<file path="src/rtl/lcd_controller.sv">
// Write-only HD44780 sequencer: power-up init, then one byte per
// valid/ready handshake with setup/pulse/hold/exec timing on the E strobe.
module lcd_controller #(
    parameter int unsigned POWERUP_CYCLES = 375000,
    parameter int unsigned SETUP_CYCLES   = 2,
    parameter int unsigned PULSE_CYCLES   = 6,
    parameter int unsigned HOLD_CYCLES    = 2,
    parameter int unsigned EXEC_CYCLES    = 1000,
    parameter int unsigned CLEAR_CYCLES   = 41000
) (
    input  logic       clk,
    input  logic       rst,
    input  logic       req_valid,
    output logic       req_ready,
    input  logic       req_rs,
    input  logic [7:0] req_data,
    output logic       init_done,
    output logic       lcd_rs,
    output logic       lcd_rw,
    output logic       lcd_e,
    output logic [7:0] lcd_data
);

    localparam int unsigned MAX_A =
        (POWERUP_CYCLES > CLEAR_CYCLES) ? POWERUP_CYCLES : CLEAR_CYCLES;
    localparam int unsigned MAX_B =
        (EXEC_CYCLES > PULSE_CYCLES) ? EXEC_CYCLES : PULSE_CYCLES;
    localparam int unsigned MAX_C =
        (SETUP_CYCLES > HOLD_CYCLES) ? SETUP_CYCLES : HOLD_CYCLES;
    localparam int unsigned MAX_AB = (MAX_A > MAX_B) ? MAX_A : MAX_B;
    localparam int unsigned MAX_ALL = (MAX_AB > MAX_C) ? MAX_AB : MAX_C;
    localparam int unsigned CW = $clog2(MAX_ALL) + 1;

    localparam logic [CW-1:0] POWERUP_LD = CW'(POWERUP_CYCLES - 1);
    localparam logic [CW-1:0] SETUP_LD   = CW'(SETUP_CYCLES - 1);
    localparam logic [CW-1:0] PULSE_LD   = CW'(PULSE_CYCLES - 1);
    localparam logic [CW-1:0] HOLD_LD    = CW'(HOLD_CYCLES - 1);
    localparam logic [CW-1:0] EXEC_LD    = CW'(EXEC_CYCLES - 1);
    localparam logic [CW-1:0] CLEAR_LD   = CW'(CLEAR_CYCLES - 1);

    if (POWERUP_CYCLES < 1 || SETUP_CYCLES < 1 || PULSE_CYCLES < 1 ||
        HOLD_CYCLES < 1 || EXEC_CYCLES < 1 || CLEAR_CYCLES < 1)
    begin : g_param_check
        $error("lcd_controller: every cycle parameter must be >= 1");
    end

    typedef enum logic [2:0] {
        ST_POWERUP,
        ST_INIT_LOAD,
        ST_IDLE,
        ST_SETUP,
        ST_PULSE,
        ST_HOLD,
        ST_WAIT
    } state_t;

    state_t        state;
    state_t        state_n;
    logic [CW-1:0] cnt;
    logic [CW-1:0] cnt_n;
    logic          cnt_zero;
    logic [1:0]    init_idx;
    logic          init_last;
    logic [7:0]    init_cmd;
    logic          load_init;
    logic          load_req;
    logic          set_done;
    logic          is_clear;

    assign lcd_rw   = 1'b0;
    assign cnt_zero = (cnt == '0);

    // Clear and return-home need the long execution wait.
    assign is_clear = !lcd_rs &&
        (lcd_data[7:1] == 7'b0000000 || lcd_data[7:1] == 7'b0000001);

    always_comb begin
        init_cmd = 8'h38;
        unique case (init_idx)
            2'd0: init_cmd = 8'h38;
            2'd1: init_cmd = 8'h0C;
            2'd2: init_cmd = 8'h01;
            2'd3: init_cmd = 8'h06;
            default: init_cmd = 8'h38;
        endcase
    end

    always_ff @(posedge clk) begin
        if (rst) begin
            state <= ST_POWERUP;
            cnt   <= POWERUP_LD;
        end else begin
            state <= state_n;
            cnt   <= cnt_n;
        end
    end

    always_comb begin
        state_n   = state;
        cnt_n     = cnt;
        load_init = 1'b0;
        load_req  = 1'b0;
        set_done  = 1'b0;
        req_ready = 1'b0;
        unique case (state)
            ST_POWERUP: begin
                if (cnt_zero) begin
                    state_n = ST_INIT_LOAD;
                end else begin
                    cnt_n = cnt - CW'(1);
                end
            end
            ST_INIT_LOAD: begin
                load_init = 1'b1;
                state_n   = ST_SETUP;
                cnt_n     = SETUP_LD;
            end
            ST_IDLE: begin
                req_ready = 1'b1;
                if (req_valid) begin
                    load_req = 1'b1;
                    state_n  = ST_SETUP;
                    cnt_n    = SETUP_LD;
                end
            end
            ST_SETUP: begin
                if (cnt_zero) begin
                    state_n = ST_PULSE;
                    cnt_n   = PULSE_LD;
                end else begin
                    cnt_n = cnt - CW'(1);
                end
            end
            ST_PULSE: begin
                if (cnt_zero) begin
                    state_n = ST_HOLD;
                    cnt_n   = HOLD_LD;
                end else begin
                    cnt_n = cnt - CW'(1);
                end
            end
            ST_HOLD: begin
                if (cnt_zero) begin
                    state_n = ST_WAIT;
                    cnt_n   = is_clear ? CLEAR_LD : EXEC_LD;
                end else begin
                    cnt_n = cnt - CW'(1);
                end
            end
            ST_WAIT: begin
                if (!cnt_zero) begin
                    cnt_n = cnt - CW'(1);
                end else if (init_done) begin
                    state_n = ST_IDLE;
                end else if (init_last) begin
                    state_n  = ST_IDLE;
                    set_done = 1'b1;
                end else begin
                    state_n = ST_INIT_LOAD;
                end
            end
            default: begin
                state_n = ST_POWERUP;
                cnt_n   = POWERUP_LD;
            end
        endcase
    end

    // E is registered from the next state so the pin never glitches.
    always_ff @(posedge clk) begin
        if (rst) begin
            lcd_e     <= 1'b0;
            lcd_rs    <= 1'b0;
            lcd_data  <= 8'h00;
            init_idx  <= 2'd0;
            init_last <= 1'b0;
            init_done <= 1'b0;
        end else begin
            lcd_e <= (state_n == ST_PULSE);
            if (set_done) begin
                init_done <= 1'b1;
            end
            if (load_init) begin
                lcd_rs    <= 1'b0;
                lcd_data  <= init_cmd;
                init_idx  <= init_idx + 2'd1;
                init_last <= (init_idx == 2'd3);
            end
            if (load_req) begin
                lcd_rs   <= req_rs;
                lcd_data <= req_data;
            end
        end
    end

endmodule
</file>
<file path="config.mk">
export PLATFORM = sky130hd
export DESIGN_NAME = lcd_controller
export DESIGN_NICKNAME = d
export VERILOG_FILES = /design/src/rtl/lcd_controller.sv
export SDC_FILE = /design/constraint.sdc
export NUM_CORES = 1
export LEC_CHECK = 0
export BUFFER_PORTS_ARGS = -buffer_cell sky130_fd_sc_hd__buf_2
export CORE_MARGIN = 4
export CORE_UTILIZATION = 33
export CTS_CLUSTER_DIAMETER = 40
export DETAILED_ROUTE_END_ITERATION = 8
export GPL_ROUTABILITY_DRIVEN = 0
export GPL_TIMING_DRIVEN = 1
export HOLD_SLACK_MARGIN = 0.15
export PLACE_DENSITY_LB_ADDON = 0.08
export SETUP_SLACK_MARGIN = 0.1
export SYNTH_ARGS = -nofsm -noshare
export SYNTH_HDL_FRONTEND = slang
export SYNTH_SLANG_ARGS = --single-unit
export TNS_END_PERCENT = 20
</file>
<file path="constraint.sdc">
create_clock -name clk -period 6.7 [get_ports clk]
set_clock_uncertainty 0.2 [all_clocks]
set_input_delay 0.67 -clock clk [delete_from_list [all_inputs] [get_ports clk]]
set_output_delay 0.67 -clock clk [all_outputs]
set_load 0.01 [all_outputs]
</file>
==> run_results.csv <==
group,metric,value,unit
worst_setup_path,cp-end-kind,"flop",
worst_setup_path,required_time_worst_endpoint,6.68,ns
clocking,cts-root-to-sink-buffers,2,
clocking,cts_hold_buffers,0,
global_route,grt_resource_usage_total,16.9,%
clocking,clockRootBuffer,"sky130_fd_sc_hd__clkbuf_8",
sta,fin_hold_ws,0.278,ns
route,viasPerCell,5.58,
floorplanning,placeableCoreArea,6350,µm²
synthesis,synth.yosys.seq_area_share,34.4,%
finish,areaGrowthSynthToFinish,11.1,%
finish,drive_gt1_share,17.7,%
clocking,cts-htree-levels,2,
worst_setup_path,crit_fanout,17,
place,detailed_place.area,2300,µm²
route,drt-wirelength-per-cell,16.2,µm
sta,slew_limit_headroom,51.1,%
synthesis,ys_ff_latch,37,
synthesis,synth.avg_cell_area,7.97,µm²
route,route.final.wire_length,5920,µm
job,drv.max_cap_violation_count,0,
route,detailroute.via_count,2038,
synthesis,synthFlopType,"sky130_fd_sc_hd__dfxtp_1",
global_route,vias_in_the_first_global_route,2070,
finish,fin_nets,304,
route,first_pass_iters,4,
sta,final_hold_viol_count,0,
worst_setup_path,crit_type,"reg -> reg",
clocking,post-cts-setup-buffers,0,
sta,min_period_over_period,42.2,%
synthesis,netlist_area,2150,µm²
place,io_buffers,23,
sta,rsz0062_at_grt,"false",
global_route,grt_first_pass_wirelength,10500,µm
place,dp_hpwl,4240,µm
floorplanning,ios,25,
sta,report.final.setup_viol,0,
route,dr.first_iter.drc_count,113,
finish,finalInstanceArea,2390,µm²
floorplanning,die_h,88.8,µm
synthesis,synthesis.instances,270,
synthesis,postSynthNetCount,287,
floorplanning,initial_core_util,33.9,%
route,drc,0,
pwr,power_dens_cells,168,nW/µm²
sta,max_slew_violation_total_from_the_final_report,0,
finish,antenna_cells,0,
min_path,min-delay-path-class,"reg -> reg",
worst_setup_path,cp_data_arrival_time,2.81,ns
clocking,clk_pin_slew,0.08,ns
global_route,grt_start_max_net_pins,31,
sta,max_slew.worst_pin.slew,0.733,ns
floorplanning,std_cell_rows,29,
floorplanning,die_area,7880,µm²
synthesis,ys_async_sr_fraction,0,%
sta,finalSetupTns,0,ns
sta,fmax,354,MHz
clocking,numClockSinks,37,
sta,final_critical_path_time_including_i_o_delays_and_setup,2.82,ns
clocking,number_of_instances_resized_during_post_cts_repair,0,
clocking,clk-insertion-delay-late,0.29,ns
status,outcome,"finished, final reports clean",
synthesis,edff_count_synth,0,
clocking,tritoncts,"done",
global_route,grt_antenna_before_repair,0,
route,ant_nets,0,
synthesis,yosys_warnings,0,
floorplanning,chipWidth,88.8,µm
pwr,vdd_ir_drop_max,0.0781,mV
pwr,p_leak,0.872,nW
global_route,grt_overflow,0,
worst_setup_path,cp-start-kind,"flop",
synthesis,synth_cell_types,64,
clocking,numCtsBuffers,5,
-- worst max-delay path: stages (launching register included) --
cell and delay [ns]:
sky130_fd_sc_hd__dfxtp_1 0.35, sky130_fd_sc_hd__inv_1 0.07, sky130_fd_sc_hd__ha_1 0.17, sky130_fd_sc_hd__nor3b_2 0.36, sky130_fd_sc_hd__nand3_1 0.26, sky130_fd_sc_hd__o31ai_4 0.73, sky130_fd_sc_hd__or2_1 0.21, sky130_fd_sc_hd__o21ai_0 0.07
sky130_fd_sc_hd__a221o_1 0.29
-- sequential cells by signal, indices dropped and copies added, names as in the netlist --
register   flops
state          3
lcd_e          1
init_idx       2
lcd_rs         1
init_last      1
init_done      1
cnt           20
lcd_data       8
-- cells in the mapped netlist, types with 2 or more instances --
| cell type | instances | share of area, % |
|---|---|---|
| sky130_fd_sc_hd__o211ai_1 | 3 | 1.0 |
| sky130_fd_sc_hd__a221oi_1 | 2 | 0.81 |
| sky130_fd_sc_hd__o21ai_0 | 12 | 2.8 |
| sky130_fd_sc_hd__clkbuf_1 | 9 | 1.6 |
| sky130_fd_sc_hd__o21a_1 | 3 | 1.0 |
| sky130_fd_sc_hd__a22oi_1 | 2 | 0.70 |
| sky130_fd_sc_hd__inv_1 | 9 | 1.6 |
| sky130_fd_sc_hd__buf_4 | 3 | 1.0 |
| sky130_fd_sc_hd__o21ai_1 | 2 | 0.47 |
| sky130_fd_sc_hd__a21oi_1 | 23 | 5.3 |
| sky130_fd_sc_hd__ha_1 | 5 | 2.9 |
| sky130_fd_sc_hd__nor3b_2 | 2 | 1.2 |
| sky130_fd_sc_hd__xnor2_1 | 2 | 0.81 |
| sky130_fd_sc_hd__and2_1 | 2 | 0.58 |
| sky130_fd_sc_hd__nor3_2 | 3 | 1.4 |
| sky130_fd_sc_hd__and3_1 | 3 | 0.87 |
| sky130_fd_sc_hd__nor4_1 | 6 | 1.7 |
| sky130_fd_sc_hd__a221o_1 | 2 | 0.93 |
| sky130_fd_sc_hd__nor4b_1 | 3 | 1.2 |
| sky130_fd_sc_hd__nor2b_1 | 2 | 0.58 |
| sky130_fd_sc_hd__dfxtp_1 | 37 | 34 |
| sky130_fd_sc_hd__nand3_1 | 9 | 2.1 |
| sky130_fd_sc_hd__o22a_1 | 4 | 1.6 |
| sky130_fd_sc_hd__a211oi_1 | 4 | 1.4 |
| sky130_fd_sc_hd__nor3_1 | 11 | 2.6 |
| sky130_fd_sc_hd__nand2_1 | 27 | 4.7 |
| sky130_fd_sc_hd__a31oi_1 | 8 | 2.3 |
| sky130_fd_sc_hd__nor2_1 | 33 | 5.8 |
| sky130_fd_sc_hd__o31ai_1 | 2 | 0.70 |
| sky130_fd_sc_hd__a311oi_1 | 2 | 0.81 |
| sky130_fd_sc_hd__buf_2 | 2 | 0.47 |
-- path summary, 6_finish.rpt --
kind,cells after the start,slack (ns),endpoint,startpoint
max,8,3.88,cnt[13]$_SDFFE_PP1P_,cnt[0]$_SDFFE_PP1P_
min,2,0.28,init_last$_SDFFE_PP0P_,init_last$_SDFFE_PP0P_
max reg2reg,8,3.88,cnt[13]$_SDFFE_PP1P_,cnt[0]$_SDFFE_PP1P_
min reg2reg,2,0.28,init_last$_SDFFE_PP0P_,init_last$_SDFFE_PP0P_
-- cell families after synthesis --
family / share of synthesized area (%)
simple gates: 29.7
compound gates: 27.4
flops: 34.4
buf+inv: 4.65
fa+ha+maj: 2.91
xor+xnor: 0.814
other cells: 0.174
-- stage by stage --
step                setup slack [ns]  instances  util [%]  power (mW)
floorplan                       4.46        270         -       0.243
global placement                3.97        357      36.3       0.249
detailed placement              3.92        357      36.3       0.249
CTS                             3.88        365      37.7       0.411
global route                    3.59        365      37.7       0.422
finish                          3.88        365      37.7       0.403
-- power breakdown --
group | internal, mW | total (mW) | switching, mW | leakage (nW)
clock network | 0.0719 | 0.159 | 0.0866 | 0.0439
registers | 0.222 | 0.225 | 0.00280 | 0.299
logic | 0.00787 | 0.0195 | 0.0116 | 0.529
-- routing by layer --
layer  up-vias  share of wire [%]  global-route usage [%]  routed length, µm
met1       960                 49                    23.5               2900
met2        39                 47                    27.2               2760
met3         4                3.8                    2.98                226
li1       1035                  -                       -                  -
met4         0               0.64                    3.98                 38
met5         -                  0                       0                  0
-- placed cells by master, fill, tap and decap left out, drive strengths merged, types with 5 or more instances in the layout --
master / count
buf: 24
nand3: 9
o21ai: 14
inv: 9
ha: 5
dfxtp: 37
nor2: 35
a31oi: 8
nor4: 7
nor3: 14
clkbuf: 5
nand2: 29
a21oi: 23
a211oi: 5
-- layout make-up --
cell class / count / area, µm²
inverters: 9 / 33.8
repair buffers: 24 / 123
clock buffers: 5 / 68.8
multi-input cells: 210 / 1310
clock inverters: 3 / 17.5
flip-flops and latches: 37 / 741
well taps: 77 / 96.3
fillers: 666 / 3960
Power figures use the tool's default switching activity.
